==> src/rtl/pulse_sequencer.sv <==
// Symbol-table pulse sequencer: plays (level, duration) symbols, optionally looped,
// and gates mark symbols with the external carrier generator.
module pulse_sequencer #(
    parameter int unsigned TIMER_WIDTH = 16,
    parameter int unsigned NUM_SYMBOLS = 8,
    localparam int unsigned ADDR_W = $clog2(NUM_SYMBOLS)
) (
    input  logic                   clk,
    input  logic                   sys_rst,
    input  logic                   cfg_we,
    input  logic [ADDR_W-1:0]      cfg_addr,
    input  logic [TIMER_WIDTH:0]   cfg_wdata,
    input  logic [ADDR_W-1:0]      seq_last,
    input  logic [7:0]             loop_count,
    input  logic                   mod_en,
    input  logic                   idle_level,
    input  logic                   start,
    input  logic                   stop,
    input  logic                   carrier_in,
    output logic                   carrier_en,
    output logic                   pulse_out,
    output logic                   busy,
    output logic                   done,
    output logic [ADDR_W-1:0]      sym_idx
);

    typedef enum logic [1:0] {StIdle, StRun, StDone} state_e;

    localparam logic [ADDR_W-1:0]      IdxOne   = 1;
    localparam logic [TIMER_WIDTH-1:0] TimerOne = 1;

    state_e                   state_q, state_d;
    logic [TIMER_WIDTH-1:0]   counter_q, counter_d;
    logic                     level_q, level_d;
    logic [ADDR_W-1:0]        sym_idx_q, sym_idx_d;
    logic [ADDR_W-1:0]        seq_last_q, seq_last_d;
    logic [7:0]               loops_left_q, loops_left_d;
    logic                     carrier_en_q, carrier_en_d;
    logic                     busy_q, busy_d;
    logic                     done_q, done_d;
    logic [TIMER_WIDTH:0]     table_q [NUM_SYMBOLS];
    logic [TIMER_WIDTH:0]     table_d [NUM_SYMBOLS];

    logic                     load;
    logic [ADDR_W-1:0]        load_idx;

    always_comb begin
        table_d = table_q;
        if (cfg_we) begin
            table_d[cfg_addr] = cfg_wdata;
        end
    end

    always_comb begin
        state_d      = state_q;
        counter_d    = counter_q;
        level_d      = level_q;
        sym_idx_d    = sym_idx_q;
        seq_last_d   = seq_last_q;
        loops_left_d = loops_left_q;
        load         = 1'b0;
        load_idx     = '0;

        unique case (state_q)
            StIdle: begin
                if (start && !stop) begin
                    state_d      = StRun;
                    seq_last_d   = seq_last;
                    loops_left_d = loop_count;
                    load         = 1'b1;
                end
            end
            StRun: begin
                if (stop) begin
                    state_d = StIdle;
                end else if (counter_q != '0) begin
                    counter_d = counter_q - TimerOne;
                end else if (sym_idx_q < seq_last_q) begin
                    load     = 1'b1;
                    load_idx = sym_idx_q + IdxOne;
                end else if (loops_left_q != 8'd0) begin
                    loops_left_d = loops_left_q - 8'd1;
                    load         = 1'b1;
                end else begin
                    state_d = StDone;
                end
            end
            StDone: begin
                state_d = StIdle;
            end
            default: begin
                state_d = StIdle;
            end
        endcase

        // The table entry is sampled only at the moment its symbol starts.
        if (load) begin
            counter_d = table_q[load_idx][TIMER_WIDTH-1:0];
            level_d   = table_q[load_idx][TIMER_WIDTH];
            sym_idx_d = load_idx;
        end

        carrier_en_d = (state_d == StRun) && level_d && mod_en;
        busy_d       = (state_d == StRun);
        done_d       = (state_d == StDone);
    end

    always_ff @(posedge clk or posedge sys_rst) begin
        if (sys_rst) begin
            state_q      <= StIdle;
            counter_q    <= '0;
            level_q      <= 1'b0;
            sym_idx_q    <= '0;
            seq_last_q   <= '0;
            loops_left_q <= 8'd0;
            carrier_en_q <= 1'b0;
            busy_q       <= 1'b0;
            done_q       <= 1'b0;
            for (int i = 0; i < NUM_SYMBOLS; i++) begin
                table_q[i] <= '0;
            end
        end else begin
            state_q      <= state_d;
            counter_q    <= counter_d;
            level_q      <= level_d;
            sym_idx_q    <= sym_idx_d;
            seq_last_q   <= seq_last_d;
            loops_left_q <= loops_left_d;
            carrier_en_q <= carrier_en_d;
            busy_q       <= busy_d;
            done_q       <= done_d;
            table_q      <= table_d;
        end
    end

    // Carrier gating is combinational so the output follows carrier_in without delay.
    always_comb begin
        if (state_q == StRun) begin
            pulse_out = mod_en ? (level_q & carrier_in) : level_q;
        end else begin
            pulse_out = idle_level;
        end
    end

    assign carrier_en = carrier_en_q;
    assign busy       = busy_q;
    assign done       = done_q;
    assign sym_idx    = sym_idx_q;

endmodule

==> config.mk <==
export PLATFORM = sky130hd
export DESIGN_NAME = pulse_sequencer
export DESIGN_NICKNAME = d
export VERILOG_FILES = /design/src/rtl/pulse_sequencer.sv
export SDC_FILE = /design/constraint.sdc
export NUM_CORES = 1
export LEC_CHECK = 0
export CAP_MARGIN = 10
export CORE_MARGIN = 2
export CORE_UTILIZATION = 45
export DETAILED_ROUTE_END_ITERATION = 10
export PLACE_DENSITY = 0.71
export SETUP_SLACK_MARGIN = 0.15
export SLEW_MARGIN = 0
export SYNTH_ARGS = -nofsm -noshare
export SYNTH_HDL_FRONTEND = slang
export SYNTH_SLANG_ARGS = --single-unit
==> constraint.sdc <==
create_clock -name clk -period 7.4 [get_ports clk]
set_clock_uncertainty 0.2 [all_clocks]
set_input_delay 1.48 -clock clk [delete_from_list [all_inputs] [get_ports clk]]
set_output_delay 1.48 -clock clk [all_outputs]
set_load 0.01 [all_outputs]
=== Word-level counts from Yosys, hierarchy flattened ===
Cells that the tools add are included.

* Bits in registers: 172
* Word-level logic and storage cells: 85
* Input bits: 39
* Output and inout bits: 7

* Multiplexer cells: 35
* $add $sub $neg: 3
* Equal/unequal tests: 9
* Bitwise operators: 3
* $lt $le $gt $ge: 4
* Reduce and logical (&&, ||, !) cells: 14

{| class="wikitable"
|+ Operators by type and width
! cell !! number
|-
| $bwmux W136 || 1
|-
| $mux W16 || 4
|-
| $bmux W17 S3 || 1
|-
| $demux W17 S3 || 1
|-
| $mux W17 || 3
|-
| $mux W8 || 5
|-
| $pmux W8 S2 || 1
|-
| $reduce_bool A16 Y1 || 1
|-
| $sub A16 B1 Y16 const B || 1
|-
| $mux W3 || 4
|-
| $mux W2 || 5
|-
| $ne A2 B2 Y1 const B || 5
|-
| $ge A4 B4 Y1 const B || 2
|-
| $mux W1 || 8
|-
| $not A3 Y4 || 2
|-
| $reduce_bool A8 Y1 || 1
|-
| $sub A8 B1 Y8 const B || 1
|-
| $reduce_and A6 Y1 || 1
|-
| $reduce_bool A2 Y1 || 3
|-
| $eq A2 B1 Y1 const B || 2
|-
| $logic_and A1 B1 Y1 || 4
|-
| $lt A4 B1 Y1 const B || 1
|-
| $pmux W2 S2 || 1
|-
| $add A3 B1 Y3 const B || 1
|-
| other kinds (9) || 9
|}

=== Longest topological paths before layout ===
* Depth in word-level cells: 12
* Depth in mapped cells: 11
* Depth with buffers taken out: 9

=== Least setup slack after synthesis ===
No wires, ideal clock.

* Path type: input -> register
* Start point: input port stop
* End point: register counter_q[1]
* Setup slack: 3.769 ns
* Buffers on the path: 2
* Arrival time: 3.305 ns
* Cell stages on the path: 8
* Path through: or3b_2 > nor3_1 > nand3_2 > buf_4 > buf_4 > mux2i_1 > o22ai_1 > o32a_1

* Cells in the longest elaborated chain, start to end: 7
* Elaborated cells on any way between the ends: 16
* Classes of those cells: 1 x eq/ne; 9 x mux; 1 x bitwise; 5 x reduce/logical

{| class="wikitable"
|+ RTL lines
! element !! line !! text
|-
| from (decl) || 18 || <nowiki>input logic stop,</nowiki>
|-
| $mux W3 || 74 || <nowiki>if (stop) begin</nowiki>
|-
| $mux W3 || 64 || <nowiki>unique case (state_q)</nowiki>
|-
| $not A3 Y4 (not written as such) || 98 || <nowiki>counter_d = table_q[load_idx][TIMER_WIDTH-1:0];</nowiki>
|-
| $bmux W17 S3 || 98 ||
|-
| $mux W17 (2 in a row) || n/a ||
|-
| $mux W16 || 97 || <nowiki>if (load) begin</nowiki>
|-
| to (signal assigned) || 124 || <nowiki>counter_q <= counter_d;</nowiki>
|-
| to (decl) || 33 || <nowiki>logic [TIMER_WIDTH-1:0] counter_q, counter_d;</nowiki>
|}

Several ways; a longest one is shown, not always the timed one. The select of a mux whose other input is x is not followed.
A chain may end at the register's enable or synchronous reset.

=== Worst setup path after layout ===
* Start point: input port stop
* End point: register counter_q[5]

The elaborated chain is that of the path after synthesis.

==> flow_metrics.tcl <==
set metrics [dict create \
    areaGrowthSynthToFinish_pct 16.57 \
    clock-root-buffer "sky130_fd_sc_hd__clkbuf_16" \
    starting_density_of_the_core_pct 46.09 \
    final_hold_violating_endpoints 0 \
    synth.cell_area_mm2 0.008337 \
    ctsHoldBuffers 0 \
    syn_avg_cell_area_um2 12.12 \
    die_y_um 140.1 \
    vias_per_cell 5.864 \
    setup_repair_after_global_routing_missed_its_margin "no" \
    post_synth_fa_ha_maj_area_fraction_pct 1.051 \
    worst_pin_slew_ns 0.9166 \
    critical-path-top-delay-family "simple AND/OR/NAND/NOR gates" \
    die_w_um 140.1 \
    cp_slowest_cell "sky130_fd_sc_hd__nand3_2" \
    synth_top_family_by_area "multiplexers" \
    cp.arrival_ns 4.65 \
    synthXorXnorAreaFrac_pct 0.9455 \
    sink_count_of_the_clock_tree 172 \
    die_area_mm2 0.01963 \
    post_cts_resized 0 \
    cp-end-kind "flip-flop" \
    synth_ff_type "sky130_fd_sc_hd__dfrtp_1" \
    totalWireLength_um 19420 \
    synth_fp_nets 734 \
    synth_simple_gate_area_share_pct 10.42 \
    top_level_ports 46 \
    leading_cell_type_in_the_layout_fill_and_taps_excluded "sky130_fd_sc_hd__dfrtp_1" \
    yosys_register_bits 172 \
    grtUsageTotal_pct 20.87 \
    crit_path_cell_trace "clkdlybuf4s50_1, or3b_2, nor3_1, nand3_2, buf_4, mux2i_1, o22ai_1, o32a_1" \
    tritoncts "built" \
    cp_slowest_stage_delay_ns 0.59 \
    final_min_period_over_clock_period_pct 61.28 \
    synthArstFlopShare_pct 100.0 \
    grt_max_degree 107 \
    power_density_mw_per_mm2 290.5 \
    num_antenna_cells 0 \
    synth-warning-count 0 \
    first_global_vias 6050 \
    timing_max_transition_violations_final 0 \
    post_cts_buffers 0 \
    detailedRoute.firstPassIterationCount 10 \
    gp_routability_congestion 0.8675 \
    number_of_distinct_library_cells_after_synthesis 53 \
    netlist_instances 688 \
    clock_insertion_delay_worst_skew_ns 0.43 \
    nets 775 \
    vdd.ir_drop.worst_mv 0.1462 \
    drc 7 \
    layout_common_cells "sky130_fd_sc_hd__dfrtp_1 (172), sky130_fd_sc_hd__mux2_2 (138), sky130_fd_sc_hd__nand2_1 (54), sky130_fd_sc_hd__mux2i_1 (48), sky130_fd_sc_hd__clkdlybuf4s50_1 (45)" \
    overflow 0 \
    fp.coreArea_mm2 0.01809 \
    post_dp_hpwl_um 12650 \
    synth_edf_count 0 \
    setup_tns_ns 0 \
    route.vias.total 5688 \
    synth-compound-area-share_pct 7.594 \
    cts.clk_slew.worst_paths_ns 0.06 \
    antenna_violations_before_repair 0 \
    num-fill-cells 1486 \
    drt-wirelength-per-cell_um 20.02 \
    drt_antenna_net_count 0 \
    fin_total_pwr_uw 2823 \
    multi_input_comb_area_mm2 0.003867 \
    kind_of_path_behind_the_tightest_hold_check "reg2reg" \
    critical_path_required_ns 7.52 \
    synth_mux_area_share_pct 26.02 \
    power.leakage_uw 0.004180 \
    grt_first_pass_wirelength_um 31970 \
    post_route_cells_drive_above_1_share_pct 27.80 \
    detail_route.iter0.violations 404 \
    sequential_cell_area_mm2 0.004304 \
    final_count_of_negative_setup_slack_endpoints 0 \
    status "complete, but fails checks" \
    fmaxAchievable_mhz 220.5 \
    maxCapViolations 0 \
    worstSetupStartpointType "primary input" \
    floorplan.rows 49 \
    ys_seq_area_share_pct 51.63 \
    critical_path.n_buffers_inverters 2 \
    timing.max_slew.rel_slack_pct 38.03 \
    cts.path.max_buffers 2 \
    violations_in_the_final_reports "DRC" \
    final.min_clock_period_ns 4.535 \
    tritoncts_buffers 17 \
    port_buffers 45 \
    crit_type "in2reg" \
    worstPathMaxFanout 21 \
    h-tree-depth 4 \
]
logic make-up (layout without fill, tap and decap cells):
logic type | after synthesis | count (layout)
mux | 193 | 193
simple gates | 163 | 163
xor+xnor | 9 | 9
buf+inv | 44 | 97
flops | 172 | 172
fa+ha+maj | 7 | 7
compound gates | 100 | 100
state kept, by name, indices dropped and copies added (netlist names):
| signal | count |
|---|---|
| sym_idx | 3 |
| loops_left_q | 8 |
| level_q | 1 |
| table_q | 136 |
| done | 1 |
| state_q | 2 |
| carrier_en | 1 |
| counter_q | 16 |
| seq_last_q | 3 |
| busy | 1 |
path summary, 6_finish.rpt:
kind,to,startpoint,cells past startpoint,slack (ns)
max in group asynchronous,loops_left_q[3],sys_rst,3,4.12
max,counter_q[5],stop,8,2.87
min reg2reg,table_q[62],table_q[62],1,0.30
max reg2reg,counter_q[14],counter_q[6],7,3.44
min,table_q[62],table_q[62],1,0.30
min in group asynchronous,table_q[66],sys_rst,2,1.44
final cells by class:
type	instances	share of cell area, %
multi-input cells	472	39.80
clock buffers	20	4.802
well taps	229	2.948
inverters	9	0.3991
repair buffers	57	5.562
flip-flops and latches	172	44.29
clock inverters	11	2.202
per-layer routing:
| metal | up-vias | wire, µm | global-route usage, % |
|---|---|---|---|
| met1 | 2913 | 8852 | 27.60 |
| met2 | 131 | 9490 | 34.85 |
| met5 | - | 0 | 0 |
| met3 | 28 | 777 | 4.308 |
| li1 | 2616 | - | - |
| met4 | 0 | 301 | 6.486 |
worst register-to-register path, cell delays in order (launching register included):
cell and delay [ns]:
sky130_fd_sc_hd__dfrtp_1 0.45, sky130_fd_sc_hd__or4_1 0.72, sky130_fd_sc_hd__nor4_4 0.49, sky130_fd_sc_hd__nand4_1 0.80
sky130_fd_sc_hd__and2_1 0.48, sky130_fd_sc_hd__a211oi_1 0.25, sky130_fd_sc_hd__a211oi_1 0.10, sky130_fd_sc_hd__o32a_1 0.36
where the power goes:
| part | switching [µW] | internal [µW] | total, µW | leakage (µW) |
|---|---|---|---|---|
| clock network | 362 | 657 | 1020 | 0.000328 |
| logic | 216 | 267 | 483 | 0.00179 |
| registers | 159 | 1160 | 1320 | 0.00206 |
| total | 737 | 2090 | 2820 | 0.00418 |
cell usage after synthesis, types with 2 or more instances:
| library cell | number | area share (%) |
|---|---|---|
| sky130_fd_sc_hd__mux2i_1 | 48 | 5.8 |
| sky130_fd_sc_hd__mux2_2 | 138 | 19 |
| sky130_fd_sc_hd__nor4_1 | 6 | 0.45 |
| sky130_fd_sc_hd__ha_1 | 7 | 1.1 |
| sky130_fd_sc_hd__buf_2 | 3 | 0.18 |
| sky130_fd_sc_hd__a211oi_2 | 2 | 0.30 |
| sky130_fd_sc_hd__o32a_1 | 7 | 0.84 |
| sky130_fd_sc_hd__nand2b_1 | 4 | 0.30 |
| sky130_fd_sc_hd__a211oi_1 | 12 | 1.1 |
| sky130_fd_sc_hd__nand4b_1 | 3 | 0.32 |
| sky130_fd_sc_hd__o211ai_1 | 2 | 0.18 |
| sky130_fd_sc_hd__nor3b_1 | 4 | 0.36 |
| sky130_fd_sc_hd__a22oi_1 | 3 | 0.27 |
| sky130_fd_sc_hd__a21oi_1 | 16 | 0.96 |
| sky130_fd_sc_hd__xor2_1 | 5 | 0.53 |
| sky130_fd_sc_hd__o22ai_1 | 16 | 1.2 |
| sky130_fd_sc_hd__and3_1 | 5 | 0.38 |
| sky130_fd_sc_hd__clkbuf_1 | 26 | 1.2 |
| sky130_fd_sc_hd__or4_1 | 3 | 0.27 |
| sky130_fd_sc_hd__xnor2_1 | 4 | 0.42 |
| sky130_fd_sc_hd__nand3_1 | 16 | 0.96 |
| sky130_fd_sc_hd__nand2_1 | 54 | 2.4 |
| sky130_fd_sc_hd__nand4_1 | 4 | 0.30 |
| sky130_fd_sc_hd__nor4b_1 | 2 | 0.21 |
| sky130_fd_sc_hd__buf_4 | 3 | 0.27 |
| sky130_fd_sc_hd__buf_6 | 2 | 0.27 |
| sky130_fd_sc_hd__nor4_4 | 2 | 0.51 |
| sky130_fd_sc_hd__mux4_2 | 5 | 1.4 |
| sky130_fd_sc_hd__nor2b_1 | 3 | 0.23 |
| sky130_fd_sc_hd__nor2_1 | 25 | 1.1 |
| sky130_fd_sc_hd__and2_1 | 5 | 0.38 |
| sky130_fd_sc_hd__or3b_2 | 2 | 0.21 |
| sky130_fd_sc_hd__or4_4 | 2 | 0.27 |
| sky130_fd_sc_hd__inv_1 | 9 | 0.41 |
| sky130_fd_sc_hd__o21ai_0 | 35 | 2.1 |
| sky130_fd_sc_hd__nor3_1 | 16 | 0.96 |
| sky130_fd_sc_hd__dfrtp_1 | 172 | 52 |
| sky130_fd_sc_hd__mux2_1 | 2 | 0.27 |
through the flow:
stage / std cells / setup WS [ns] / utilization, % / hold slack, ns / instance area [µm²]
floorplan: 688 / 1.060 / - / 0.2606 / 8337
global placement: 939 / 2.543 / 49.97 / 0.2803 / 9037
detailed placement: 939 / 2.462 / 49.97 / 0.2904 / 9037
CTS: 970 / 2.904 / 53.73 / 0.3043 / 9718
global route: 970 / 2.652 / 53.73 / 0.3159 / 9718
finish: 970 / 2.865 / 53.73 / 0.3043 / 9718
Note: power is estimated with default switching activity, not from simulation.
